## src/rtl/ifm_stream_loader.sv

```systemverilog
// IFM write-side loader: lands a valid/ready word stream linearly in the IFM dpram
// and publishes a rows-loaded count so row fetch can start before the frame completes.
module ifm_stream_loader #(
  parameter int W_SIZE    = 9,
  parameter int W_CHANNEL = 9,
  parameter int IFM_DW    = 32,
  parameter int IFM_DEPTH = 65536,
  parameter int IFM_AW    = 16
) (
  input  logic                        clk,
  input  logic                        rstn,
  input  logic                        q_load_ifm,
  input  logic [W_SIZE-1:0]           q_height,
  input  logic [W_SIZE+W_CHANNEL-1:0] q_row_stride,
  output logic                        o_busy,
  output logic                        o_load_ifm_done,
  output logic [W_SIZE-1:0]           o_rows_loaded,
  output logic                        o_err,
  input  logic                        s_tvalid,
  output logic                        s_tready,
  input  logic [IFM_DW-1:0]           s_tdata,
  input  logic                        s_tlast,
  output logic                        ifm_ena,
  output logic                        ifm_wea,
  output logic [IFM_AW-1:0]           ifm_addra,
  output logic [IFM_DW-1:0]           ifm_dia
);

  localparam int W_STRIDE = W_SIZE + W_CHANNEL;
  localparam int W_TOTAL  = W_STRIDE + W_SIZE;

  typedef enum logic [1:0] {IDLE, SIZE, LOAD, DONE} state_t;

  state_t              r_state;
  logic [W_SIZE-1:0]   r_height;
  logic [W_STRIDE-1:0] r_stride;
  logic [W_STRIDE-1:0] r_col_cnt;
  logic [W_TOTAL-1:0]  r_total;
  logic [W_TOTAL-1:0]  r_word_cnt;
  logic [W_SIZE-1:0]   r_rows;
  logic                r_busy;
  logic                r_done;
  logic                r_err;
  logic                r_tready;

  logic [W_TOTAL-1:0]  w_total;
  logic                w_hs;
  logic                w_last_word;
  logic                w_row_end;

  assign w_total     = W_TOTAL'(r_stride) * W_TOTAL'(r_height);
  assign w_hs        = s_tvalid & r_tready;
  assign w_last_word = (r_word_cnt == r_total - W_TOTAL'(1));
  assign w_row_end   = (r_col_cnt == r_stride - W_STRIDE'(1));

  assign o_busy          = r_busy;
  assign o_load_ifm_done = r_done;
  assign o_rows_loaded   = r_rows;
  assign o_err           = r_err;
  assign s_tready        = r_tready;
  assign ifm_ena         = w_hs;
  assign ifm_wea         = w_hs;
  assign ifm_addra       = r_word_cnt[IFM_AW-1:0];
  assign ifm_dia         = s_tdata;

  always_ff @(posedge clk or negedge rstn) begin
    if (!rstn) begin
      r_state    <= IDLE;
      r_height   <= '0;
      r_stride   <= '0;
      r_col_cnt  <= '0;
      r_total    <= '0;
      r_word_cnt <= '0;
      r_rows     <= '0;
      r_busy     <= 1'b0;
      r_done     <= 1'b0;
      r_err      <= 1'b0;
      r_tready   <= 1'b0;
    end else begin
      r_done <= 1'b0;
      case (r_state)
        IDLE: begin
          if (q_load_ifm) begin
            r_height   <= q_height;
            r_stride   <= q_row_stride;
            r_err      <= 1'b0;
            r_rows     <= '0;
            r_word_cnt <= '0;
            r_col_cnt  <= '0;
            r_busy     <= 1'b1;
            r_state    <= SIZE;
          end
        end
        SIZE: begin
          r_total <= w_total;
          if (w_total == '0) begin
            r_done  <= 1'b1;
            r_state <= DONE;
          end else if (w_total > W_TOTAL'(IFM_DEPTH)) begin
            r_err   <= 1'b1;
            r_done  <= 1'b1;
            r_state <= DONE;
          end else begin
            r_tready <= 1'b1;
            r_state  <= LOAD;
          end
        end
        LOAD: begin
          if (w_hs) begin
            r_word_cnt <= r_word_cnt + W_TOTAL'(1);
            if (w_row_end) begin
              r_col_cnt <= '0;
              r_rows    <= r_rows + W_SIZE'(1);
            end else begin
              r_col_cnt <= r_col_cnt + W_STRIDE'(1);
            end
            // TLAST must coincide exactly with the final word; an early one is flagged but not fatal
            if (s_tlast != w_last_word) r_err <= 1'b1;
            if (w_last_word) begin
              r_tready <= 1'b0;
              r_done   <= 1'b1;
              r_state  <= DONE;
            end
          end
        end
        DONE: begin
          r_busy  <= 1'b0;
          r_state <= IDLE;
        end
        default: r_state <= IDLE;
      endcase
    end
  end

endmodule

```

## config.mk

```make
export PLATFORM = sky130hd
export DESIGN_NAME = ifm_stream_loader
export DESIGN_NICKNAME = d
export VERILOG_FILES = /design/src/rtl/ifm_stream_loader.sv
export SDC_FILE = /design/constraint.sdc
export NUM_CORES = 1
export LEC_CHECK = 0
export CAP_MARGIN = 20
export CORE_MARGIN = 1.5
export CORE_UTILIZATION = 50
export CTS_CLUSTER_SIZE = 40
export DETAILED_ROUTE_END_ITERATION = 12
export PLACE_DENSITY = 0.84
export SYNTH_ARGS = -nofsm -noshare
export SYNTH_HDL_FRONTEND = slang
export SYNTH_SLANG_ARGS = --single-unit
```

## constraint.sdc

```tcl
create_clock -name clk -period 6.55 [get_ports clk]
set_input_delay 1.31 -clock clk [delete_from_list [all_inputs] [get_ports clk]]
set_output_delay 1.31 -clock clk [all_outputs]
set_load 0.005 [all_outputs]
```

==> flow_summary.toml <==
[final_layout]
area_growth_pct = 10.0
diodes = 0
drive_above_1_share_pct = 9.11
final_core_util_pct = 56.3
nNetsFinal = 1648

[critical_path]
cp_cell_sequence = "nand2_1, fa_1, inv_1, fa_1, fa_1, inv_1, fa_1, inv_1, ha_1, nand2_1, o21ai_0, nand2b_1, and3_1, or3b_2, a2111oi_0, nor4bb_1, buf_4, a311o_1, a21oi_1, mux2_2"
path_delay_family = "adder cells"
critPathBufInv = 4
cp-end-kind = "flop"
criticalPathCategory = "reg -> reg"
cp.arrival_ns = 6.58
required_ns = 6.86
slowest_delay_ns = 0.70
crit_top_cell = "fa_1"
critPathLaunchType = "flop"
crit_path_max_fanout = 14
cp_slowest_cell = "dfrtp_1"

[synthesis]
syn_inst = 1435
synth_edf_count = 0
yosysMostFrequentCell = "inv_1"
seq_area_frac_synth_pct = 22.8
synth_top_family_by_area = "adder cells"
syn-cell-area_sq_mm = 0.0125
synth-xor-area-share_pct = 6.58
synth_fa_ha_area_share_pct = 23.8
ys_types = 76
yosys_warnings = 0
synth_nets = 1669
synthSimpleGateAreaFrac_pct = 21.2
synth_top_cell_area_share_pct = 22.8
synth_compound_gate_area_share_pct = 10.8
synth_seq_cells = 114
synth_commonest_cells = "inv_1, nand2_1, dfrtp_1, fa_1, and2_1"
async_flop_share_pct = 100
yosys_most_used_dff = "dfrtp_1"
avgSynthCellArea_sq_um = 8.72
yosysTopAreaCell = "dfrtp_1"
synthTopCellsByArea = "dfrtp_1, fa_1, ha_1"
muxShareOfSynthArea_pct = 4.35

[sta]
clock_skew_ns = 0.00923
finalSetupViolations = 0
rsz0062_at_grt = "false"
finalHoldViolations = 0
worst-slew-pin-transition_ns = 0.767
fin_crit_ns = 6.26
finalSetupTns_ns = 0
final.period_utilization_pct = 95.6
hold_ws_ns = 0.510
slew_headroom_pct = 48.5
fmax_mhz = 160
slew_violations = 0

[die]
die_w_um = 161
io_pins = 127
die_height_um = 161
fp.dieArea_sq_mm = 0.0260
core_area_sq_mm = 0.0245
initial_utilization_pct = 51.1
rows = 57

[drt]
vias = 10300
route.detailed.drc = 0
drtIter0Drc = 813
firstDrtPassIters = 5
viasPerCell = 5.87
drt-total-wl_um = 29900
ant_nets = 0
wl_per_cell_um = 17.1

[run_status]
status = "finished clean"

[clock_tree]
cts_setup_buffers = 0
cts-resized-gates = 0
clk_pin_slew_ns = 0.05
ctsHtreeMaxLevel = 4
cts_tree = "yes"
cts_made_buffers = 17
clock-sinks = 114
cts_max_path_buffers = 2
clkLatencyLatePin_ns = 0.43
cts_root_buffer = "clkbuf_16"
postCtsHoldBufs = 0

[job]
drv_cap = 0

[global_route]
grt_pass1_wl_um = 51000
grt_max_degree = 76
antenna_found_initial = 0
grt_usage_pct = 24.3
grt_pass1_vias = 10700
grt-ovfl-total = 0

[placed_design]
dp_hpwl_um = 22000
io_buffers = 62
place.gp.congestion = 0.887

[hold_path]
min_path_type = "reg -> reg"
[final timing paths]
path,start,to,slack (ns),depth (start not counted)
hold reg to reg,o_busy$_DFFE_PN0P_,o_busy$_DFFE_PN0P_,0.51,2
hold / removal,o_busy$_DFFE_PN0P_,o_busy$_DFFE_PN0P_,0.51,2
setup / recovery,r_stride[10]$_DFFE_PN0P_,o_err$_DFFE_PN0P_,0.29,20
min in group asynchronous,rstn,r_stride[13]$_DFFE_PN0P_,0.81,1
max in group asynchronous,rstn,r_stride[7]$_DFFE_PN0P_,4.50,3
setup reg to reg,r_stride[10]$_DFFE_PN0P_,o_err$_DFFE_PN0P_,0.29,20
[layout by cell type, fill, tap and decap left out, drive strengths merged, types with 5 or more instances in the layout]
| cell | instances |
|---|---|
| inv | 179 |
| nor4 | 12 |
| clkbuf | 22 |
| xnor2 | 49 |
| nor2 | 70 |
| nand2b | 10 |
| and3 | 20 |
| fa | 113 |
| dfrtp | 114 |
| mux2 | 43 |
| or3 | 7 |
| mux2i | 6 |
| ha | 57 |
| o31ai | 7 |
| a21o | 11 |
| o211ai | 13 |
| a31oi | 6 |
| clkinv | 5 |
| nand3 | 48 |
| or4 | 5 |
| buf | 20 |
| and2 | 81 |
| nand2 | 156 |
| nand4 | 24 |
| clkdlybuf4s50 | 61 |
| bufinv | 6 |
| nor3 | 33 |
| and4 | 8 |
| nor2b | 10 |
| a211oi | 7 |
| o21ai | 59 |
| xor2 | 45 |
| a21oi | 37 |
[kinds of logic (layout without fill, tap and decap cells)]
| family | count (synthesis) | after routing |
|---|---|---|
| simple gates | 507 | 507 |
| buf+inv | 301 | 293 |
| xor+xnor | 94 | 94 |
| mux | 49 | 49 |
| flops | 114 | 114 |
| compound gates | 200 | 200 |
| fa+ha+maj | 170 | 170 |
[per-stage QoR]
stage	worst slack (ns)	cells	cell area (sq um)
floorplan	0.631	1435	12500
global placement	0.336	1717	13000
detailed placement	0.216	1717	13000
CTS	0.118	1749	13700
global route	0.00934	1751	13800
finish	0.288	1751	13800
[area by class of cell]
| class | instances | area, sq um |
|---|---|---|
| Fill cell | 1977 | 10700 |
| Inverter | 180 | 676 |
| Sequential cell | 114 | 2870 |
| Clock inverter | 10 | 204 |
| Multi-Input combinational cell | 1020 | 8350 |
| Timing Repair Buffer | 81 | 801 |
| Tap cell | 324 | 405 |
| Clock buffer | 22 | 464 |
[sequential cells by signal, indices dropped and copies added, names as in the netlist]
register and cells:
o_rows_loaded 9, s_tready 1, r_total 27, r_stride 18, r_col_cnt 18, o_err 1
r_state 2, o_load_ifm_done 1, r_word_cnt 27, r_height 9, o_busy 1
[tightest hold or removal path: cells and delay by family (launching register included)]
family           cells  cell delay (ns)
flip-flops           1             0.36
AO/OA/AOI/OAI        1             0.06
AND/OR/NAND/NOR      1             0.05
[per-layer routing]
layer / vias up / GRT usage, % / wire length, um
met5: - / 0 / 0
met4: 0 / 9.43 / 799
met3: 78 / 4.37 / 1880
met2: 396 / 42.9 / 15200
met1: 5133 / 29.4 / 12000
li1: 4669 / - / -
Power is left out: the tool's default activity adds up to more than one toggle a clock period on the data nets, which glitch-free logic cannot reach.
